==> src/rtl/add_pipe_if.sv <==
// add_pipe_if: operand/result handshake bundle for the pipelined adder.
// "slave" is the adder's view; "master" is the producer/consumer view.
interface add_pipe_if #(
    parameter int WIDTH = 39
);
    logic             in_valid;
    logic             in_ready;
    logic [WIDTH-1:0] a;
    logic [WIDTH-1:0] b;
    logic             sub;
    logic             cin;
    logic             out_valid;
    logic             out_ready;
    logic [WIDTH-1:0] sum;
    logic             cout;
    logic             ovf;

    modport slave (
        input  in_valid, a, b, sub, cin, out_ready,
        output in_ready, out_valid, sum, cout, ovf
    );

    modport master (
        output in_valid, a, b, sub, cin, out_ready,
        input  in_ready, out_valid, sum, cout, ovf
    );
endinterface

==> src/rtl/add_pipe.sv <==
// add_pipe: pipelined two's-complement adder/subtractor.
// The WIDTH-bit carry chain is cut into STAGES chunks of CHUNK bits (the last
// chunk takes the remainder). Every stage has its own valid bit, so bubbles
// collapse and a stalled output lets upstream stages keep filling.
module add_pipe #(
    parameter int WIDTH  = 39,
    parameter int STAGES = 3
) (
    input  logic      clk,
    input  logic      rst,
    add_pipe_if.slave io
);
    localparam int CHUNK  = (WIDTH + STAGES - 1) / STAGES;
    localparam int LAST   = STAGES - 1;
    localparam int LAST_W = WIDTH - LAST * CHUNK;

    // Per-stage state: operands still to be added, partial sum, chunk carry,
    // and the operand sign bits needed for the final overflow flag.
    logic [WIDTH-1:0] a_q   [STAGES];
    logic [WIDTH-1:0] a_d   [STAGES];
    logic [WIDTH-1:0] b_q   [STAGES];
    logic [WIDTH-1:0] b_d   [STAGES];
    logic [WIDTH-1:0] sum_q [STAGES];
    logic [WIDTH-1:0] sum_d [STAGES];
    logic             c_q   [STAGES];
    logic             c_d   [STAGES];
    logic             am_q  [STAGES];
    logic             am_d  [STAGES];
    logic             bm_q  [STAGES];
    logic             bm_d  [STAGES];
    logic             v_q   [STAGES];
    logic             v_d   [STAGES];
    logic             ovf_q;
    logic             ovf_d;

    logic             adv_s  [STAGES];
    logic             acc_s  [STAGES];
    logic             load_s [STAGES];
    logic             in_ready_s;

    // Backpressure chain: walk from the output back to stage 0, deciding which
    // stage may hand its data on (adv) and which may take new data (acc).
    always_comb begin
        logic rdy;
        rdy = io.out_ready;
        for (int k = LAST; k >= 0; k--) begin
            adv_s[k] = rdy;
            rdy      = !v_q[k] || rdy;
            acc_s[k] = rdy;
        end
    end

    assign in_ready_s = !rst && acc_s[0];

    // Load strobes and next valid bits: a stage fills when its predecessor hands
    // off into it, and empties when it hands off without being refilled.
    always_comb begin
        load_s[0] = io.in_valid && in_ready_s;
        for (int k = 1; k < STAGES; k++) begin
            load_s[k] = v_q[k-1] && adv_s[k-1];
        end
        for (int k = 0; k < STAGES; k++) begin
            if (load_s[k]) begin
                v_d[k] = 1'b1;
            end else if (adv_s[k]) begin
                v_d[k] = 1'b0;
            end else begin
                v_d[k] = v_q[k];
            end
        end
    end

    // Chunk adders: stage k adds its slice of a and b_eff plus the incoming carry,
    // merging the slice result into the partial sum carried down the pipe.
    always_comb begin
        logic [WIDTH-1:0] src_a;
        logic [WIDTH-1:0] src_b;
        logic [WIDTH-1:0] src_sum;
        logic [WIDTH-1:0] new_sum;
        logic             src_c;
        logic             src_am;
        logic             src_bm;
        logic [WIDTH:0]   mask;
        logic [WIDTH:0]   op_a;
        logic [WIDTH:0]   op_b;
        logic [WIDTH:0]   part;
        logic [WIDTH:0]   part_hi;
        int               lo;
        int               w;
        int               prev;
        ovf_d = 1'b0;
        for (int k = 0; k < STAGES; k++) begin
            prev = (k > 0) ? k - 1 : 0;
            if (k == 0) begin
                // Subtract is folded in here: A - B - cin == A + ~B + ~cin.
                src_a   = io.a;
                src_b   = io.sub ? ~io.b : io.b;
                src_c   = io.sub ? ~io.cin : io.cin;
                src_sum = '0;
                src_am  = io.a[WIDTH-1];
                src_bm  = src_b[WIDTH-1];
            end else begin
                src_a   = a_q[prev];
                src_b   = b_q[prev];
                src_c   = c_q[prev];
                src_sum = sum_q[prev];
                src_am  = am_q[prev];
                src_bm  = bm_q[prev];
            end
            lo      = k * CHUNK;
            w       = (k == LAST) ? LAST_W : CHUNK;
            mask    = ({{WIDTH{1'b0}}, 1'b1} << w) - {{WIDTH{1'b0}}, 1'b1};
            op_a    = {1'b0, src_a >> lo} & mask;
            op_b    = {1'b0, src_b >> lo} & mask;
            part    = op_a + op_b + {{WIDTH{1'b0}}, src_c};
            part_hi = part >> w;
            new_sum = src_sum | ((part[WIDTH-1:0] & mask[WIDTH-1:0]) << lo);
            a_d[k]   = src_a;
            b_d[k]   = src_b;
            sum_d[k] = new_sum;
            c_d[k]   = part_hi[0];
            am_d[k]  = src_am;
            bm_d[k]  = src_bm;
            if (k == LAST) begin
                ovf_d = (src_am == src_bm) && (new_sum[WIDTH-1] != src_am);
            end else begin
                ovf_d = ovf_d;
            end
        end
    end

    // Pipeline registers: valid bits track flow every cycle; datapath registers
    // load only when their stage takes new data, so a stalled output holds.
    always_ff @(posedge clk) begin
        if (rst) begin
            for (int k = 0; k < STAGES; k++) begin
                v_q[k]   <= 1'b0;
                a_q[k]   <= '0;
                b_q[k]   <= '0;
                sum_q[k] <= '0;
                c_q[k]   <= 1'b0;
                am_q[k]  <= 1'b0;
                bm_q[k]  <= 1'b0;
            end
            ovf_q <= 1'b0;
        end else begin
            for (int k = 0; k < STAGES; k++) begin
                v_q[k] <= v_d[k];
                if (load_s[k]) begin
                    a_q[k]   <= a_d[k];
                    b_q[k]   <= b_d[k];
                    sum_q[k] <= sum_d[k];
                    c_q[k]   <= c_d[k];
                    am_q[k]  <= am_d[k];
                    bm_q[k]  <= bm_d[k];
                end
            end
            if (load_s[LAST]) begin
                ovf_q <= ovf_d;
            end
        end
    end

    assign io.in_ready  = in_ready_s;
    assign io.out_valid = v_q[LAST];
    assign io.sum       = sum_q[LAST];
    assign io.cout      = c_q[LAST];
    assign io.ovf       = ovf_q;
endmodule

==> src/flat_wrapper.sv <==
// flat-port wrapper written by rule: the top's interface ports become plain ports
module add_pipe_flat 
#(
    parameter int WIDTH  = 39,
    parameter int STAGES = 3
)
  (clk, rst, io_in_valid, io_a, io_b, io_sub, io_cin, io_out_ready, io_in_ready, io_out_valid, io_sum, io_cout, io_ovf);
  add_pipe_if #(.WIDTH(WIDTH)) io_i ();
  input  logic clk;
  input  logic rst;
  input wire logic [$bits(io_i.in_valid)-1:0] io_in_valid;
  input wire logic [$bits(io_i.a)-1:0] io_a;
  input wire logic [$bits(io_i.b)-1:0] io_b;
  input wire logic [$bits(io_i.sub)-1:0] io_sub;
  input wire logic [$bits(io_i.cin)-1:0] io_cin;
  input wire logic [$bits(io_i.out_ready)-1:0] io_out_ready;
  output wire logic [$bits(io_i.in_ready)-1:0] io_in_ready;
  output wire logic [$bits(io_i.out_valid)-1:0] io_out_valid;
  output wire logic [$bits(io_i.sum)-1:0] io_sum;
  output wire logic [$bits(io_i.cout)-1:0] io_cout;
  output wire logic [$bits(io_i.ovf)-1:0] io_ovf;
  assign io_i.in_valid = io_in_valid;
  assign io_i.a = io_a;
  assign io_i.b = io_b;
  assign io_i.sub = io_sub;
  assign io_i.cin = io_cin;
  assign io_i.out_ready = io_out_ready;
  assign io_in_ready = io_i.in_ready;
  assign io_out_valid = io_i.out_valid;
  assign io_sum = io_i.sum;
  assign io_cout = io_i.cout;
  assign io_ovf = io_i.ovf;
  add_pipe #(.WIDTH(WIDTH), .STAGES(STAGES)) u_core (.clk(clk), .rst(rst), .io(io_i));
endmodule
==> config.mk <==
export PLATFORM = sky130hd
export DESIGN_NAME = add_pipe_flat
export DESIGN_NICKNAME = d
export VERILOG_FILES = /design/src/rtl/add_pipe_if.sv /design/src/rtl/add_pipe.sv /design/src/flat_wrapper.sv
export SDC_FILE = /design/constraint.sdc
export NUM_CORES = 1
export LEC_CHECK = 0
export CAP_MARGIN = 20
export CORE_MARGIN = 4
export CORE_UTILIZATION = 40
export CTS_CLUSTER_SIZE = 40
export DETAILED_ROUTE_END_ITERATION = 10
export PLACE_DENSITY = 0.69
export SYNTH_ARGS = -nofsm -noshare
export SYNTH_HDL_FRONTEND = slang
export SYNTH_SLANG_ARGS = --single-unit
==> constraint.sdc <==
create_clock -name clk -period 4.1 [get_ports clk]
set_input_delay 0.41 -clock clk [delete_from_list [all_inputs] [get_ports clk]]
set_output_delay 0.41 -clock clk [all_outputs]
set_load 0.03 [all_outputs]
## Word-level counts from Yosys, hierarchy flattened

Memories as Yosys holds them, arrays and structs flattened.
Index checks and enable logic that the tools add are counted.

- Multipliers: 0
- Reductions and logical operators: 12
- Eq/ne operators: 2
- Bitwise operators: 25
- Magnitude comparators: 0
- Div/mod/pow operators: 0
- Add/subtract/negate cells: 6
- Shift operators: 0
- Multiplexer cells: 41

Operator list:

| cell | count |
|---|---|
| $mux W39 | 10 |
| $add A13 B13 Y14 | 3 |
| $add A14 B1 Y14 | 3 |
| $not A39 Y39 | 1 |
| $or A39 B26 Y39 | 1 |
| $or A39 B39 Y39 | 1 |
| $mux W1 | 31 |
| $or A1 B1 Y1 | 21 |
| $logic_and A1 B1 Y1 | 5 |
| $logic_not A1 Y1 | 4 |
| $logic_or A1 B1 Y1 | 3 |
| $eq A1 B1 Y1 | 1 |
| $ne A1 B1 Y1 | 1 |
| $not A1 Y1 | 1 |

- Latch bits: 0
- Input bits: 84
- Output and inout bits: 43
- Memories kept: 7
- Bits in registers: 1
- Memory bits (writable): 363
- Memory bits (read-only): 0
- Logic and storage cells: 94

Memories:

| memory | depth | width | rd ports | clocked after memory_dff | write ports | RTL line | RTL |
|---|---|---|---|---|---|---|---|
| u_core.a_q | 3 | 39 | 2 | 0 | 3 | add_pipe.sv:19 | `logic [WIDTH-1:0] a_q [STAGES];` |
| u_core.b_q | 3 | 39 | 2 | 0 | 3 | add_pipe.sv:21 | `logic [WIDTH-1:0] b_q [STAGES];` |
| u_core.sum_q | 3 | 39 | 3 | 0 | 3 | add_pipe.sv:23 | `logic [WIDTH-1:0] sum_q [STAGES];` |
| u_core.am_q | 3 | 1 | 2 | 0 | 3 | add_pipe.sv:27 | `logic am_q [STAGES];` |
| u_core.bm_q | 3 | 1 | 2 | 0 | 3 | add_pipe.sv:29 | `logic bm_q [STAGES];` |
| u_core.c_q | 3 | 1 | 3 | 0 | 3 | add_pipe.sv:25 | `logic c_q [STAGES];` |
| +1 memories | n/a | n/a | n/a | n/a | n/a | n/a |  |

## Logic depth before layout (Yosys ltp)

An unclocked memory read counts as a cell.

- Word-level depth: 11
- Gate-level depth with buffers: 12
- Gate-level depth less buffers: 10

## Worst setup path after synthesis

No wires, ideal clock.

- Path type: input to register
- Start point: in io_sub
- End point: mem u_core.sum_q[0][10], data pin
- Data required time: 3.843 ns
- Path slack: 1.359 ns
- Stages: 12
- Arrival time: 2.485 ns
- Library setup time: 0.257 ns
- Path buffers: 2
- Cells stage by stage: clkbuf_1 > buf_2 > xor2_1 > fa_1 > inv_1 > fa_1 > nor2b_1 > o31a_1 > o211ai_1 > a21oi_1 > xnor2_1 > nor2_1

RTL lines:

| what | RTL line | RTL |
|---|---|---|
| start, declared | flat_wrapper.sv:14 | `input wire logic [$bits(io_i.sub)-1:0] io_sub;` |
| end, declared | add_pipe.sv:23 |  |

==> results.ini <==
[synthesis]
synth_nets = 752
syn-cell-area_sq_um = 7980
yosysSeqAreaShare = 0.609
syn-instance-count = 626
ys_async_sr_fraction = 0
synth_top_area_cell = edfxtp_1
synth_top_area_share = 0.599
synthTopCellsByArea = edfxtp_1 (60%), and2_1 (7.4%), ha_1 (5.6%), xnor2_1 (4.3%), nor2_1 (3.6%)
synth_warnings = 0
synth-seq-cells = 163
ys.flop_type = edfxtp_1
syn_area_per_cell_sq_um = 12.7
ys_types = 46
synth_edf_count = 159

[sta]
rsz0062_at_grt = no
setup_violations = 0
hold_viol_final = 0
period_share = 0.652
drv_slew = 0
final.setup_skew_ps = 16.2
fmaxAchievable_ghz = 0.374
tns_ps = 0
relSlewSlack = 0.422
worst_pin_slew_ps = 867
min_period_ps = 2670

[pwr]
internal_power_w = 0.00337
pwr-share-comb = 0.170
cellLeakagePower_nw = 3.89
switchingPower_w = 0.00108
seqPwrFrac = 0.460
netSwitchingFraction = 0.243
p_clk_frac = 0.369
ir_drop_v = 0.000267
powerDensity_nw_per_um2 = 438

[die]
io-pin-count = 127
dieArea_sq_um = 22300
start_util = 0.408
core_sq_um = 19500
die_y_um = 149
num_rows = 51
die_w_um = 149

[clocking]
clock_path_buffers = 2
cts_hold_buf = 0
cts-root-buf = clkbuf_16
cts_setup_buffers = 0
cts_sinks = 163
cts_buffers = 17
cts-resized-gates = 0
htreeDepth = 4
cts_tree = done
clkLatencyLatePin_ps = 430
path_clk_slew_ps = 60

[critical_path]
cp_max_fo = 4
path_common_cell = fa_1
crit_required_ps = 4240
end_kind = register
critPathMaxStageDelay_ps = 470
slowest_stage = clkdlybuf4s50_1
critical_path_class = primary input to register
critical_path.cell_chain = clkdlybuf4s50_1 > xor2_1 > fa_1 > inv_1 > fa_1 > nor2b_1 > o31a_1 > o211ai_1 > a21oi_1 > xnor2_1 > nor2_1
startpoint_type = primary input
arrival_ps = 2820

[finish]
seqCellArea_sq_um = 4850
antenna_cells = 0
drive_gt1_frac = 0.0661
areaGrowthSynthToFinish_pct = 27.6
fin_util = 0.521
multi_input_area_sq_um = 2960
fin_nets = 884
nFillCells = 1712
fin_area_sq_um = 10200
final_cells = 1036

[detailed_routing]
drc = 0
drt_iter0_markers = 274
drtPass1Iterations = 4
routed-via-count = 5007
wl_per_cell_um = 14.5
viasPerCell = 4.83
final_antenna_net_count = 0
drt-total-wl_um = 15100

[hold_path]
hold_path.class = register to register

[global_route]
gr-total-overflow = 0
grt_pass1_wl_um = 25000
grt_pass1_vias = 5167
grt_max_degree = 58
grt.total_usage = 0.144
antenna_found_initial = 0

[placement]
gp_congestion = 0.813
dp_cells = 1003
hpwlAfterDp_um = 11000
portBuffers = 126
post_dp_cell_area_sq_um = 9540

[status]
outcome = complete, no violations

[flow_run]
maxCapViolCount = 0

## per-layer routing
layer / global-route usage / share of wire / vias to the layer above
met1: 0.170 / 0.42 / 2388
met4: 0.0522 / 0.016 / 0
met2: 0.257 / 0.52 / 107
li1: - / - / 2492
met5: 0 / 0 / -
met3: 0.0343 / 0.044 / 20
## power by group through the flow
| stage | clock (W) | combinational [W] | sequential (W) |
|---|---|---|---|
| floorplan | 0 | 0.000433 | 0.00215 |
| global placement | 0 | 0.000751 | 0.00208 |
| detailed placement | 0 | 0.000761 | 0.00209 |
| CTS | 0.00169 | 0.000765 | 0.00206 |
| global route | 0.00177 | 0.000844 | 0.00207 |
| finish | 0.00165 | 0.000758 | 0.00205 |
## worst max-delay path: cells and delay by family
family / cells / cell delay [ps]
adders and majority gates: 2 / 680
AOI/OAI and AO/OA: 3 / 580
xor gates and xnor gates: 2 / 330
and+or+nand+nor: 2 / 250
buffers and inverters: 2 / 550
## cells in the final DEF (no fill, tap or decap), types with 3 or more instances in the layout
master	instances
nand3_1	5
o21ai_0	16
xnor2_1	39
o31a_1	3
a211oi_1	10
o21ai_1	7
clkbuf_16	17
and2_1	94
a21o_1	8
nor3_1	13
fa_1	6
nand2_1	8
clkinvlp_4	4
o211ai_1	4
inv_1	18
clkdlybuf4s50_1	125
a21oi_1	20
nand2b_1	5
nor2b_1	5
or3_1	3
ha_1	36
a21o_2	3
a31oi_1	3
xor2_1	23
bufinv_16	4
buf_4	9
o21a_1	10
nor2_1	77
edfxtp_1	159
dfxtp_1	4
## Yosys cell counts (all sizes together) (2+ instances only)
| library cell | count |
|---|---|
| or3 | 3 |
| a211oi | 12 |
| inv | 18 |
| xnor2 | 39 |
| o21ai | 24 |
| edfxtp | 159 |
| buf | 12 |
| nand3 | 5 |
| ha | 36 |
| nand2 | 8 |
| o22ai | 2 |
| nor3 | 13 |
| o31a | 3 |
| xor2 | 23 |
| and2 | 94 |
| nor2 | 77 |
| a21oi | 21 |
| a21o | 11 |
| dfxtp | 4 |
| nor2b | 5 |
| o211ai | 4 |
| a31oi | 3 |
| o21a | 11 |
| fa | 6 |
| o31ai | 2 |
| nor3b | 3 |
| clkbuf | 11 |
| nand2b | 6 |
## logic make-up (layout without fill, tap and decap cells)
family | after synthesis | after routing | synth area share
AO/OA/AOI/OAI | 99 | 99 | 0.0855
multiplexers | 1 | 1 | 0.00126
adder cells (fa/ha/maj) | 42 | 42 | 0.0715
buffers and inverters | 41 | 186 | 0.0215
XOR/XNOR | 62 | 62 | 0.0681
AND/OR/NAND/NOR | 218 | 218 | 0.143
flip-flops | 163 | 163 | 0.609
## state kept, by name, summed over array words and instances (netlist names)
register and flops:
u_core.b_q 37, u_core.v_q 3, u_core.bm_q 2, u_core.sum_q 78, u_core.am_q 1, u_core.c_q 3, u_core.a_q 38, u_core.io.ovf 1
## cell type report
class | count | area share
tap | 265 | 0.0326
timing repair buffer | 136 | 0.132
clock buffer | 19 | 0.0425
clock inverter | 13 | 0.0181
inverter | 18 | 0.00664
sequential | 163 | 0.477
multi-input combinational | 422 | 0.291
## metrics by stage
step	hold slack, ps	setup slack, ps	power [W]
floorplan	497	1360	0.00258
global placement	469	1040	0.00284
detailed placement	482	961	0.00285
CTS	492	1420	0.00451
global route	507	1090	0.00468
finish	485	1430	0.00445
## final timing paths
check | slack, ps | cells past startpoint | to | start
min | 490 | 2 | u_core.io.ovf | u_core.io.ovf
max | 1430 | 11 | u_core.sum_q[0][10] | io_b[0]
max reg2reg | 1540 | 10 | u_core.sum_q[0][114] | u_core.b_q[0][65]
min reg2reg | 490 | 2 | u_core.io.ovf | u_core.io.ovf
Note: power is estimated with default switching activity, not from simulation.
